[src/rtl/seq_match_monitor.sv]
`default_nettype none
// ============================================================================
// Module   : seq_match_monitor
// Brief    : Recognizer for "a ##[LO:HI] b" with per-attempt tracking and
//            saturating match / fail / attempt counters.
// Revision : 1.0
// ============================================================================
module seq_match_monitor #(
   parameter int LO    = 1,
   parameter int HI    = 5,
   parameter int CNT_W = 16
) (
   input  logic             clk,
   input  logic             rst,
   input  logic             en,
   input  logic             clr,
   input  logic             a,
   input  logic             b,
   output logic             match,
   output logic [5:0]       match_num,
   output logic             fail,
   output logic             active,
   output logic [CNT_W-1:0] match_cnt,
   output logic [CNT_W-1:0] fail_cnt,
   output logic [CNT_W-1:0] attempt_cnt
);

   logic [HI:1]      r_pend;
   logic             r_match;
   logic [5:0]       r_match_num;
   logic             r_fail;
   logic             r_active;
   logic [CNT_W-1:0] r_match_cnt;
   logic [CNT_W-1:0] r_fail_cnt;
   logic [CNT_W-1:0] r_attempt_cnt;

   logic [HI:1]      w_hit;
   logic [HI:1]      w_next_pend;
   logic [5:0]       w_hit_num;
   logic             w_fail;
   logic             w_start;

   assign w_start = a & en;

   // Bit k is the attempt of age k; only ages inside the window may complete.
   generate
      for (genvar k = 1; k <= HI; k++) begin : g_hit
         localparam logic c_ELIG = (k >= LO) ? 1'b1 : 1'b0;
         assign w_hit[k] = r_pend[k] & b & c_ELIG;
      end
      for (genvar k = 1; k < HI; k++) begin : g_age
         assign w_next_pend[k+1] = r_pend[k] & ~w_hit[k];
      end
   endgenerate

   assign w_next_pend[1] = w_start;
   assign w_fail         = r_pend[HI] & ~w_hit[HI];

   always_comb begin
      w_hit_num = '0;
      for (int k = 1; k <= HI; k++) begin
         w_hit_num = w_hit_num + {5'd0, w_hit[k]};
      end
   end

   function automatic logic [CNT_W-1:0] sat_add(input logic [CNT_W-1:0] x,
                                                input logic [5:0]       inc);
      logic [CNT_W+6:0] s;
      s = {7'd0, x} + {{(CNT_W+1){1'b0}}, inc};
      if (s > {7'd0, {CNT_W{1'b1}}}) begin
         return {CNT_W{1'b1}};
      end
      return s[CNT_W-1:0];
   endfunction

   always_ff @(posedge clk or posedge rst) begin
      if (rst) begin
         r_pend        <= '0;
         r_match       <= 1'b0;
         r_match_num   <= '0;
         r_fail        <= 1'b0;
         r_active      <= 1'b0;
         r_match_cnt   <= '0;
         r_fail_cnt    <= '0;
         r_attempt_cnt <= '0;
      end else if (clr) begin
         r_pend        <= '0;
         r_match       <= 1'b0;
         r_match_num   <= '0;
         r_fail        <= 1'b0;
         r_active      <= 1'b0;
         r_match_cnt   <= '0;
         r_fail_cnt    <= '0;
         r_attempt_cnt <= '0;
      end else begin
         r_pend        <= w_next_pend;
         r_match       <= |w_hit;
         r_match_num   <= w_hit_num;
         r_fail        <= w_fail;
         r_active      <= |w_next_pend;
         r_match_cnt   <= sat_add(r_match_cnt, w_hit_num);
         r_fail_cnt    <= sat_add(r_fail_cnt, {5'd0, w_fail});
         r_attempt_cnt <= sat_add(r_attempt_cnt, {5'd0, w_start});
      end
   end

   assign match       = r_match;
   assign match_num   = r_match_num;
   assign fail        = r_fail;
   assign active      = r_active;
   assign match_cnt   = r_match_cnt;
   assign fail_cnt    = r_fail_cnt;
   assign attempt_cnt = r_attempt_cnt;

endmodule
`default_nettype wire

[config.mk]
export PLATFORM = sky130hd
export DESIGN_NAME = seq_match_monitor
export DESIGN_NICKNAME = d
export VERILOG_FILES = /design/src/rtl/seq_match_monitor.sv
export SDC_FILE = /design/constraint.sdc
export NUM_CORES = 1
export LEC_CHECK = 0
export ABC_AREA = 1
export BUFFER_PORTS_ARGS = -buffer_cell sky130_fd_sc_hd__buf_2
export CAP_MARGIN = 15
export CORE_MARGIN = 2
export CORE_UTILIZATION = 43
export DETAILED_ROUTE_END_ITERATION = 10
export HOLD_SLACK_MARGIN = 0.02
export PLACE_DENSITY = 0.74
export SLEW_MARGIN = 20
export SYNTH_ARGS = -nofsm -noshare
export SYNTH_HDL_FRONTEND = slang
export SYNTH_SLANG_ARGS = --single-unit
[constraint.sdc]
create_clock -name clk -period 3 [get_ports clk]
set_input_delay 0.3 -clock clk [delete_from_list [all_inputs] [get_ports clk]]
set_output_delay 0.3 -clock clk [all_outputs]
set_load 0.01 [all_outputs]
# After elaboration in Yosys (flattened, before gate mapping)
# Cells that the tools add are included.
# totals
inputBits	6
word_cells	56
register_bits	62
out_inout_bits	57
# op_classes
reduce_logical	2
bitwise_logic	16
muxes	20
n_lt_le_gt_ge	3
n_addsub	7
# op_table
cell	n
$mux W16	9
$gt A17 B16 Y1 const B	3
$add A16 B1 Y17	2
$add A16 B5 Y17	1
$and A1 B1 Y1	11
$reduce_or A5 Y1	2
$mux W1	9
$mux W6	1
$add A4 B1 Y5	1
$mux W5	1
$not A1 Y1	5
$add A3 B1 Y4	1
$add A2 B1 Y3	1
$add A1 B1 Y2	1

# Logic depth before layout (Yosys ltp)
# Gate-level depths: netlist of the first run.
# logic_depth
ltp_word	11
mapped_depth	19
depth_no_buf	17

# Worst setup path after synthesis of the first run
# Ideal clock, no wire load.
# synth_timing
path_kind	in2reg
start	input b
end	register r_match_cnt[12], in the netlist match_cnt[12]
t_arrival_ns	2.972
cell_stages	18
required_time_ns	2.877
setup_time_ns	0.123
slack_ns	-0.095
path_buffers	2
cell_sequence	clkbuf_1 > nand2_1 > inv_1 > fa_1 > inv_1 > fa_1 > inv_1 > ha_1 > fa_1 > nand2_1 > inv_1 > nand2_1 > nand2_1 > buf_4 > nand2_1 > nor2_1 > o21ai_0 > nor2_1
# synth_via
elab_chain_len	11
elab_cells_between_ends	15
cone_classes	add/sub (5); order compare (1); mux (4); bitwise (5)
# synth_lines
item	line	text
start: declaration	18	input logic b,
$and A1 B1 Y1	49	assign w_hit[k] = r_pend[k] & b & c_ELIG;
$add A1 B1 Y2	62	w_hit_num = w_hit_num + {5'd0, w_hit[k]};
$add A2 B1 Y3	62	
$add A3 B1 Y4	62	
$add A4 B1 Y5 *	62	
$add A16 B5 Y17 *	69	s = {7'd0, x} + {{(CNT_W+1){1'b0}}, inc};
$gt A17 B16 Y1	70	if (s > {7'd0, {CNT_W{1'b1}}}) begin
$mux W1	70	
$mux W1	86	end else if (clr) begin
$mux W16 *	73	return s[CNT_W-1:0];
$mux W16 *	86	
end signal: assignment	101	r_match_cnt <= sat_add(r_match_cnt, w_hit_num);
end: declaration	33	logic [CNT_W-1:0] r_match_cnt;
# Every way passes the cells marked *; elsewhere a longest branch is shown, timed or not. The select of a mux whose other input is x is not followed.

# Final worst setup path of the first run
# layout_timing
start	register r_pend[4] (netlist bit)
end	register r_match_cnt[8], in the netlist match_cnt[8]
# layout_via
elab_chain_len	9
# layout_lines
item	line	text
start: declaration	28	logic [HI:1] r_pend;
start signal: assignment	96	r_pend <= w_next_pend;
$and A1 B1 Y1 *	49	
$add A3 B1 Y4 *	62	
$add A4 B1 Y5 *	62	
$add A16 B5 Y17 *	69	
$gt A17 B16 Y1	70	
$mux W1	70	
$mux W1	86	
$mux W16 *	73	
$mux W16 *	86	
# Marked as above.

==> run metrics, run 1 <==
vias in the first global route=3,034; GRT Util Overall=0.193; row cnt=32; critical path class=reg -> reg; clock latency on the worst-skew pair=0.34 ns; # port buffers=59; Synth cell types=35; share of cells above drive strength 1=0.303; Worst Path Arrival=3.25 ns; EDFF count, synth=0; Core ar.=7770 um2; post-route ant nets=0; CTS buffer count=9; worst setup margin=-0.0184 ns; Final Hold Fails=0; placed wire-length estimate=5.44 mm; HP Class=in -> reg; most frequent cells in the layout=nand2_1, inv_1, dfrtp_1, buf_2, nor2_1; CTS H-Tree Depth=3; CTS Root Buffer Type=clkbuf_8; Min Clock Period, post-route=3.02 ns; Yosys reg bits=59; worst path required time=3.23 ns; RePlAce Congestion=0.904; FILL cells=728; Initial Util=0.444; Post-Place Cells=597; status=finished, violations left; CTS tree=yes; Post-Place Worst Slack=-0.166 ns; sequential element share of the synthesized area=0.428; DR WL/cell=12.7 um; largest net degree at the start of global routing=48; initial DRC count=138; max_slew headroom=0.589; Die W=93.6 um; Final #Nets=549; multi-input logic area=1720 um2; vias per inst=4.89; DR vias=3,118; maximum vdd drop=210 uV; drt drc=0; crit path max fanout=5; Main synth FF type=dfrtp_1; Tightest Pin Transition=0.617 ns; grt total ovfl=0; # diodes=0; Power Dens Cells=355 nW/um2; Seq. cell area=1480 um2; RSZ-0062 raised after global routing=yes; failing checks=setup timing; fmax=331 MHz; post-route insts no fill=637; drt pass-1 iters=4; commonest non-fill, non-tap cell in the layout=nand2_1; crit end category=flip-flop; # IOs=63; Synth warnings=0; clock slew at reported path FFs=0.07 ns; antenna violations before repair=0; Post-Syn Instances=440; drt total wl=8.10 mm; CTS Buffer Depth=2; Synth Cell Area=3450 um2; global-route wire length before repair=13.4 mm; area grow syn2layout=26.4%; Hold Slack=0.240 ns; final setup fails=2; Lkg Pwr=2.37 nW; fin crit share=1.01; syn_area_per_cell=7.84 um2; clock skew=0.00753 ns; ys async rst share=1.00; Critical Path Start Type=flip-flop; die area=8750 um2; max-slew violation count=0; Die Y=93.6 um; Max-Cap Viols=0; CTS sink cnt=59; Design Power=1.55 mW
-- power by group --
part           switching (mW)  total [mW]  internal [mW]  leakage [nW]
logic                  0.0496      0.0730         0.0234          1.45
registers             0.00286       0.803          0.800         0.822
clock network           0.311       0.672          0.361        0.0953
total                   0.364        1.55           1.18          2.37
-- critical path, cell delays in order, from the launching register on --
cell and delay (ns):
dfrtp_1 0.39, nand2_2 0.08, inv_2 0.04, fa_1 0.55, inv_2 0.04, fa_1 0.53, inv_2 0.05, ha_4 0.16
fa_2 0.34, nand2_1 0.07, inv_1 0.04, nand2_1 0.07, nand2_2 0.10, buf_6 0.15, nand3b_1 0.08, nand3_1 0.08
nand2_1 0.08, inv_1 0.06
-- registers in the layout (all words and copies together) (netlist names) --
register	cells
fail	1
match	1
match_num	3
active	1
match_cnt	16
fail_cnt	16
attempt_cnt	16
r_pend	5
-- per-layer routing --
layer  vias up  share of wire  track usage
met4         0          0.015       0.0688
li1       1555              -            -
met3        11          0.049       0.0419
met5         -              0            0
met1      1475           0.44        0.241
met2        77           0.49        0.330
-- cell usage after synthesis, types with 5 or more instances --
library cell	instances	share of area
o21ai_0	10	0.015
nand4_1	12	0.022
nand2_1	112	0.12
nor3_1	6	0.0087
nor2_1	30	0.033
xnor2_1	6	0.015
xor2_1	8	0.020
clkbuf_1	6	0.0065
ha_1	9	0.033
nand3_1	32	0.046
a21oi_1	20	0.029
inv_1	75	0.082
dfrtp_1	59	0.43
a21oi_2	10	0.025
buf_4	5	0.011
nor2_4	5	0.016
-- area by class of cell --
type                    instances  share of cell area
repair buffers                 92               0.129
clock buffers                  13              0.0387
flip-flops and latches         59               0.338
inverters                      80              0.0688
multi-input cells             289               0.394
well taps                     102              0.0293
clock inverters                 2             0.00229
-- final timing paths --
check	start	to	slack, ns	depth (start not counted)
worst max-delay path	r_pend[4]$_DFF_PP0_	match_cnt[8]$_DFF_PP0_	-0.02	17
worst min-delay path	en	r_pend[1]$_DFF_PP0_	0.24	3
worst max register to register	r_pend[4]$_DFF_PP0_	match_cnt[8]$_DFF_PP0_	-0.02	17
worst min register to register	r_pend[3]$_DFF_PP0_	r_pend[4]$_DFF_PP0_	0.52	2
max in group asynchronous	rst	fail_cnt[4]$_DFF_PP0_	1.65	4
min in group asynchronous	rst	active$_DFF_PP0_	0.44	3
-- cell families (layout without fill, tap and decap cells) --
| kind of cell | count (synthesis) | count (layout) | share of synthesized area |
|---|---|---|---|
| AO/OA/AOI/OAI | 45 | 45 | 0.0802 |
| XOR/XNOR | 14 | 14 | 0.0355 |
| adder cells (fa/ha/maj) | 12 | 12 | 0.0501 |
| buffers and inverters | 94 | 187 | 0.111 |
| flip-flops | 59 | 59 | 0.428 |
| other | 1 | 3 | 0.00109 |
| AND/OR/NAND/NOR | 215 | 215 | 0.295 |
-- repair_timing --
action                     CTS  global route
pin swaps                    3            13
setup buffers               19             5
hold buffers                 1             0
resized for setup            5            27
setup endpoints to repair   16            17
hold endpoints to repair    12             0
-- per-stage QoR --
| stage | instance area [um2] | utilization | setup TNS, ns |
|---|---|---|---|
| 2_1_floorplan | 3470 | - | 0 |
| 3_3_place_gp | 3860 | 0.497 | -0.891 |
| 3_5_place_dp | 3860 | 0.497 | -2.04 |
| 4_1_cts | 4220 | 0.543 | -0.0407 |
| 5_1_grt | 4360 | 0.562 | -1.89 |
| 6_report | 4360 | 0.562 | -0.0186 |
No activity file was read; power rests on OpenSTA's default activity.
==> run 2: changes to the inputs <==
ABC_AREA = unset   (was 1)
==> run metrics, run 2 <==
clock latency on the worst-skew pair=0.34 ns (about the same); CTS H-Tree Depth=3 (unchanged); drt drc=0 (unchanged); placed wire-length estimate=4.88 mm (-10%); Core ar.=7140 um2 (-8.1%); # diodes=0 (unchanged); crit path max fanout=4 (-1); Final #Nets=414 (-25%); grt total ovfl=0 (unchanged); vias in the first global route=2,549 (-16%); Post-Place Worst Slack=-0.125 ns (+0.0411 ns); Final Hold Fails=0 (unchanged); R2R Path Start=r_pend[1]$_DFF_PP0_; final setup fails=12 (+10); drt pass-1 iters=4 (unchanged); syn_area_per_cell=9.74 um2 (+24%); Min Clock Period, post-route=3.05 ns (+0.0323 ns); Die W=89.3 um (-4.6%); CTS tree=yes; Main synth FF type=dfrtp_1; die area=7970 um2 (-8.9%); EDFF count, synth=0 (unchanged); # port buffers=59 (unchanged); top-count cell post-synth=dfrtp_1; Tightest Pin Transition=1.02 ns (+0.401 ns); HP Class=in -> reg; Synth warnings=0 (unchanged); Synth Cell Area=3130 um2 (-9.3%); Worst Path Arrival=3.27 ns (+0.02 ns); Power Dens Cells=424 nW/um2 (+19%); initial DRC count=149 (+8.0%); ys async rst share=1.00 (unchanged); antenna violations before repair=0 (unchanged); Die Y=89.3 um (-4.6%); DR WL/cell=14.5 um (+14%); DR vias=2,747 (-12%); failing checks=setup timing; CTS Root Buffer Type=clkbuf_8; global-route wire length before repair=11.8 mm (-12%); Lkg Pwr=1.87 nW (-21%); fin crit share=1.02 (+0.0108); Post-Syn Instances=321 (-27%); max_slew headroom=0.321 (-0.267); Worst setup startpoint=r_pend[1]$_DFF_PP0_; Seq. cell area=1480 um2 (unchanged); setup TNS=-0.193 ns (-0.174 ns); multi-input logic area=1600 um2 (-7.0%); post-route ant nets=0 (unchanged); clock slew at reported path FFs=0.06 ns (about the same); # IOs=63 (unchanged); Yosys reg bits=59 (unchanged); fmax=328 MHz (-1.1%); largest net degree at the start of global routing=58 (+21%); FILL cells=673 (-7.6%); crit end category=flip-flop; post-synth top area cell=dfrtp_1; drt total wl=7.26 mm (-10%); critical path class=reg -> reg; RePlAce Congestion=0.835 (-7.7%); max-slew violation count=0 (unchanged); status=finished, violations left; sequential element share of the synthesized area=0.472 (+0.0440); CTS sink cnt=59 (unchanged); Synth cell types=48 (+37%); synth cell count leaders=dfrtp_1, a21oi_1, inv_1, nand2_1, nand3_1; hold_sp=en; worst setup margin=-0.0506 ns (-0.0323 ns); Critical Path Start Type=flip-flop; CTS buffer count=9 (unchanged); share of cells above drive strength 1=0.302 (-0.00106); clock skew=0.0136 ns (+0.00607 ns); Initial Util=0.438 (-0.00582); post-synth top area share=0.472 (+0.0440); worst path required time=3.22 ns (about the same); maximum vdd drop=202 uV (-4.0%); vias per inst=5.49 (+12%); GRT Util Overall=0.191 (-0.00146); RSZ-0062 raised after global routing=yes; CTS Buffer Depth=2 (unchanged); row cnt=31 (-3.1%); most frequent cells in the layout=dfrtp_1, buf_2, a21oi_1, nand2_1, inv_1; Synth area leaders=dfrtp_1, a21oi_1, ha_1, a31oi_1, xor2_1; area grow syn2layout=27.4%; Max-Cap Viols=0 (unchanged)
## run 2: final timing paths
path / to / slack [ns] / depth (start not counted)
hold reg to reg: r_pend[4]$_DFF_PP0_ / 0.52 / 1
setup / recovery: match_cnt[12]$_DFF_PP0_ / -0.05 / 11
hold / removal: r_pend[1]$_DFF_PP0_ / 0.27 / 3
min in group asynchronous: attempt_cnt[0]$_DFF_PP0_ / 0.36 / 3
max in group asynchronous: attempt_cnt[14]$_DFF_PP0_ / 1.76 / 4
setup reg to reg: match_cnt[12]$_DFF_PP0_ / -0.05 / 11
## run 2: repair_timing
action	in CTS	in global routing
endpoints found under the hold margin	2	0
gates resized for setup	9	10
buffers inserted	0	4
gates cloned	0	1
pin swaps	7	6
setup endpoints to repair	14	16
hold buffers	1	0
## run 2: power by group
group          total, mW  internal, mW  leakage [nW]  switching [mW]
sequential         0.803         0.800         0.822         0.00297
clock              0.827         0.512         0.113           0.315
combinational     0.0599        0.0163         0.938          0.0436
## run 2: kinds of logic (layout without fill, tap and decap cells)
group,count (synthesis),after routing,share of synthesized area
AND/OR/NAND/NOR,116,116,0.209
AO/OA/AOI/OAI,73,73,0.148
flip-flops,59,59,0.472
buffers and inverters,39,117,0.0528
XOR/XNOR,20,20,0.0584
adder cells (fa/ha/maj),12,12,0.0552
other,1,3,0.00120
multiplexers,1,1,0.00360
## run 2: per-stage QoR
step | hold slack (ns) | util | instances | instance area [um2] | power [mW]
after floorplan | 0.452 | - | 323 | 3190 | 0.861
after global placement | 0.151 | 0.508 | 478 | 3620 | 0.876
after detailed placement | 0.152 | 0.508 | 478 | 3620 | 0.878
after CTS | 0.260 | 0.548 | 495 | 3910 | 1.70
after global routing | 0.288 | 0.559 | 500 | 3990 | 1.75
final | 0.270 | 0.559 | 500 | 3990 | 1.69
## run 2: worst max-delay path: stages, from the launching register on
cell	delay, ns
dfrtp_1	0.38
and2_4	0.15
fa_1	0.53
inv_1	0.05
fa_2	0.54
inv_2	0.05
ha_4	0.16
fa_2	0.38
a31oi_4	0.26
buf_6	0.14
nor4_2	0.04
mux2_2	0.27
## run 2: cell type report
| cell class | instances | area share |
|---|---|---|
| Clock buffer | 12 | 0.0389 |
| Multi-Input combinational cell | 225 | 0.401 |
| Clock inverter | 4 | 0.0182 |
| Tap cell | 99 | 0.0311 |
| Sequential cell | 59 | 0.370 |
| Inverter | 20 | 0.0188 |
| Timing Repair Buffer | 81 | 0.122 |
## run 2: metal layers
layer,part of all wire,vias up,global-route usage
li1,-,1308,-
met1,0.47,1353,0.263
met2,0.46,73,0.298
met3,0.043,13,0.0286
met4,0.022,0,0.0909
met5,0,-,0
==> run 3: changes to the inputs <==
CTS_CLUSTER_DIAMETER = 200   (was unset)
MAX_ROUTING_LAYER = met4   (was unset)
TNS_END_PERCENT = 30   (was unset)
==> run metrics, run 3 (synthesized netlist as in run 2, its figures left out) <==
max_slew headroom=0.336 (+0.0150); commonest non-fill, non-tap cell in the layout=buf_2; share of cells above drive strength 1=0.293 (-0.00851); Die W=89.3 um (unchanged); largest net degree at the start of global routing=58 (unchanged); crit-path max cell delay=0.54 ns (about the same); die area=7970 um2 (unchanged); Post-DP Area=3620 um2 (unchanged); area grow syn2layout=26.5%; row cnt=31 (unchanged); Min Clock Period, post-route=3.03 ns (-0.0188 ns); critical path, cell by cell=and2_4 -> fa_1 -> inv_1 -> fa_2 -> inv_2 -> ha_4 -> fa_2 -> a31oi_4 -> buf_6 -> nor4_2 -> mux2_2; CTS buffer count=9 (unchanged); # port buffers=59 (unchanged); initial DRC count=164 (+10%); CTS Buffer Depth=2 (unchanged); Post-Place Cells=478 (unchanged); Final #Nets=412 (-0.48%); worst setup margin=-0.0318 ns (+0.0188 ns); Critical-path top delay cell=fa_2; Tightest Pin Transition=0.996 ns (-0.0226 ns); Worst Path Arrival=3.25 ns (-0.02 ns); maximum vdd drop=201 uV (-0.52%); GRT Util Overall=0.198 (+0.00609); Die Y=89.3 um (unchanged); Final Hold Fails=0 (unchanged); global-route wire length before repair=11.9 mm (+0.12%); clock latency on the worst-skew pair=0.34 ns (about the same); Max-Cap Viols=0 (unchanged); Power Dens Cells=427 nW/um2 (+0.67%); post-route ant nets=0 (unchanged); critical path class=reg -> reg; Design Power=1.69 mW (about the same); vias in the first global route=2,558 (+0.35%); CTS H-Tree Depth=3 (unchanged); DR WL/cell=14.4 um (-0.93%); grt total ovfl=0 (unchanged); fmax=330 MHz (+0.62%); FILL cells=679 (+0.89%); placed wire-length estimate=4.88 mm (unchanged); antenna violations before repair=0 (unchanged); drt drc=0 (unchanged); fin crit share=1.01 (-0.00628); worst path required time=3.22 ns (about the same); final instance area=3960 um2 (-0.75%); Core ar.=7140 um2 (unchanged); clock skew=0.0122 ns (-0.00144 ns); CTS sink cnt=59 (unchanged); CTS tree=yes; RSZ-0062 raised after global routing=yes; post-route insts no fill=498 (-0.40%); max-slew violation count=0 (unchanged); Lkg Pwr=1.86 nW (-0.72%); most frequent cells in the layout=buf_2, dfrtp_1, a21oi_1, nand2_1, inv_1; final setup fails=14 (+2); drt pass-1 iters=7 (+3); DR vias=2,755 (+0.29%); CTS Root Buffer Type=clkbuf_8; # IOs=63 (unchanged); vias per inst=5.53 (+0.69%); clock slew at reported path FFs=0.06 ns (about the same); failing checks=setup timing; HP Class=in -> reg; crit end category=flip-flop; Critical Path Start Type=flip-flop; CP most frequent cell=fa_2; drt total wl=7.17 mm (-1.3%); status=finished, violations left; RePlAce Congestion=0.848 (+1.5%); Initial Util=0.438 (unchanged); # diodes=0 (unchanged); crit path max fanout=4 (unchanged)
-- run 3: final timing paths --
| path | startpoint | end | slack, ns | depth (start not counted) |
|---|---|---|---|---|
| max in group asynchronous | rst | attempt_cnt[14]$_DFF_PP0_ | 1.76 | 4 |
| hold reg to reg | r_pend[3]$_DFF_PP0_ | r_pend[4]$_DFF_PP0_ | 0.52 | 1 |
| setup reg to reg | r_pend[1]$_DFF_PP0_ | match_cnt[12]$_DFF_PP0_ | -0.03 | 11 |
| setup / recovery | r_pend[1]$_DFF_PP0_ | match_cnt[12]$_DFF_PP0_ | -0.03 | 11 |
| hold / removal | en | r_pend[1]$_DFF_PP0_ | 0.27 | 3 |
| min in group asynchronous | rst | attempt_cnt[0]$_DFF_PP0_ | 0.36 | 3 |
-- run 3: layout make-up --
type | count | area [um2] | area share
Sequential cell | 59 | 1480 | 0.373
Clock buffer | 12 | 155 | 0.0392
Multi-Input combinational cell | 225 | 1590 | 0.402
Timing Repair Buffer | 79 | 464 | 0.117
Clock inverter | 4 | 72.6 | 0.0183
Tap cell | 99 | 124 | 0.0313
Inverter | 20 | 75.1 | 0.0190
-- run 3: power breakdown --
| group | internal, mW | switching (mW) |
|---|---|---|
| Clock | 0.512 | 0.314 |
| Combinational | 0.0163 | 0.0436 |
| Sequential | 0.800 | 0.00298 |
| Total | 1.33 | 0.360 |
-- run 3: critical path, delay by kind of cell, from the launching register on --
kind / cells / cell delay [ns]
adders and majority gates: 4 / 1.61
buffers and inverters: 3 / 0.23
DFF: 1 / 0.38
AOI/OAI and AO/OA: 1 / 0.25
muxes: 1 / 0.27
and+or+nand+nor: 2 / 0.19
-- run 3: stage by stage --
step | hold WS [ns] | TNS (ns) | utilization | worst slack (ns)
4_1_cts | 0.260 | -0.0546 | 0.548 | -0.0162
6_report | 0.271 | -0.232 | 0.554 | -0.0318
3_5_place_dp | 0.152 | -1.29 | 0.508 | -0.125
2_1_floorplan | 0.452 | 0 | - | 0.00416
3_3_place_gp | 0.151 | -0.405 | 0.508 | -0.0563
5_1_grt | 0.288 | -2.17 | 0.554 | -0.163
-- run 3: layer usage --
layer,track usage,routed length (um),vias to the layer above
met2,0.298,3280,78
met3,0.0277,322,15
met5,-,0,-
met1,0.264,3410,1355
met4,0.0909,154,0
li1,-,-,1307
-- run 3: timing repair --
| item | CTS | global route |
|---|---|---|
| setup buffers | 0 | 2 |
| pin swaps | 6 | 3 |
| resized for setup | 9 | 6 |
| setup endpoints to repair | 14 | 16 |
| gates cloned | 0 | 1 |
| hold buffers | 1 | 0 |
| hold endpoints to repair | 2 | 0 |
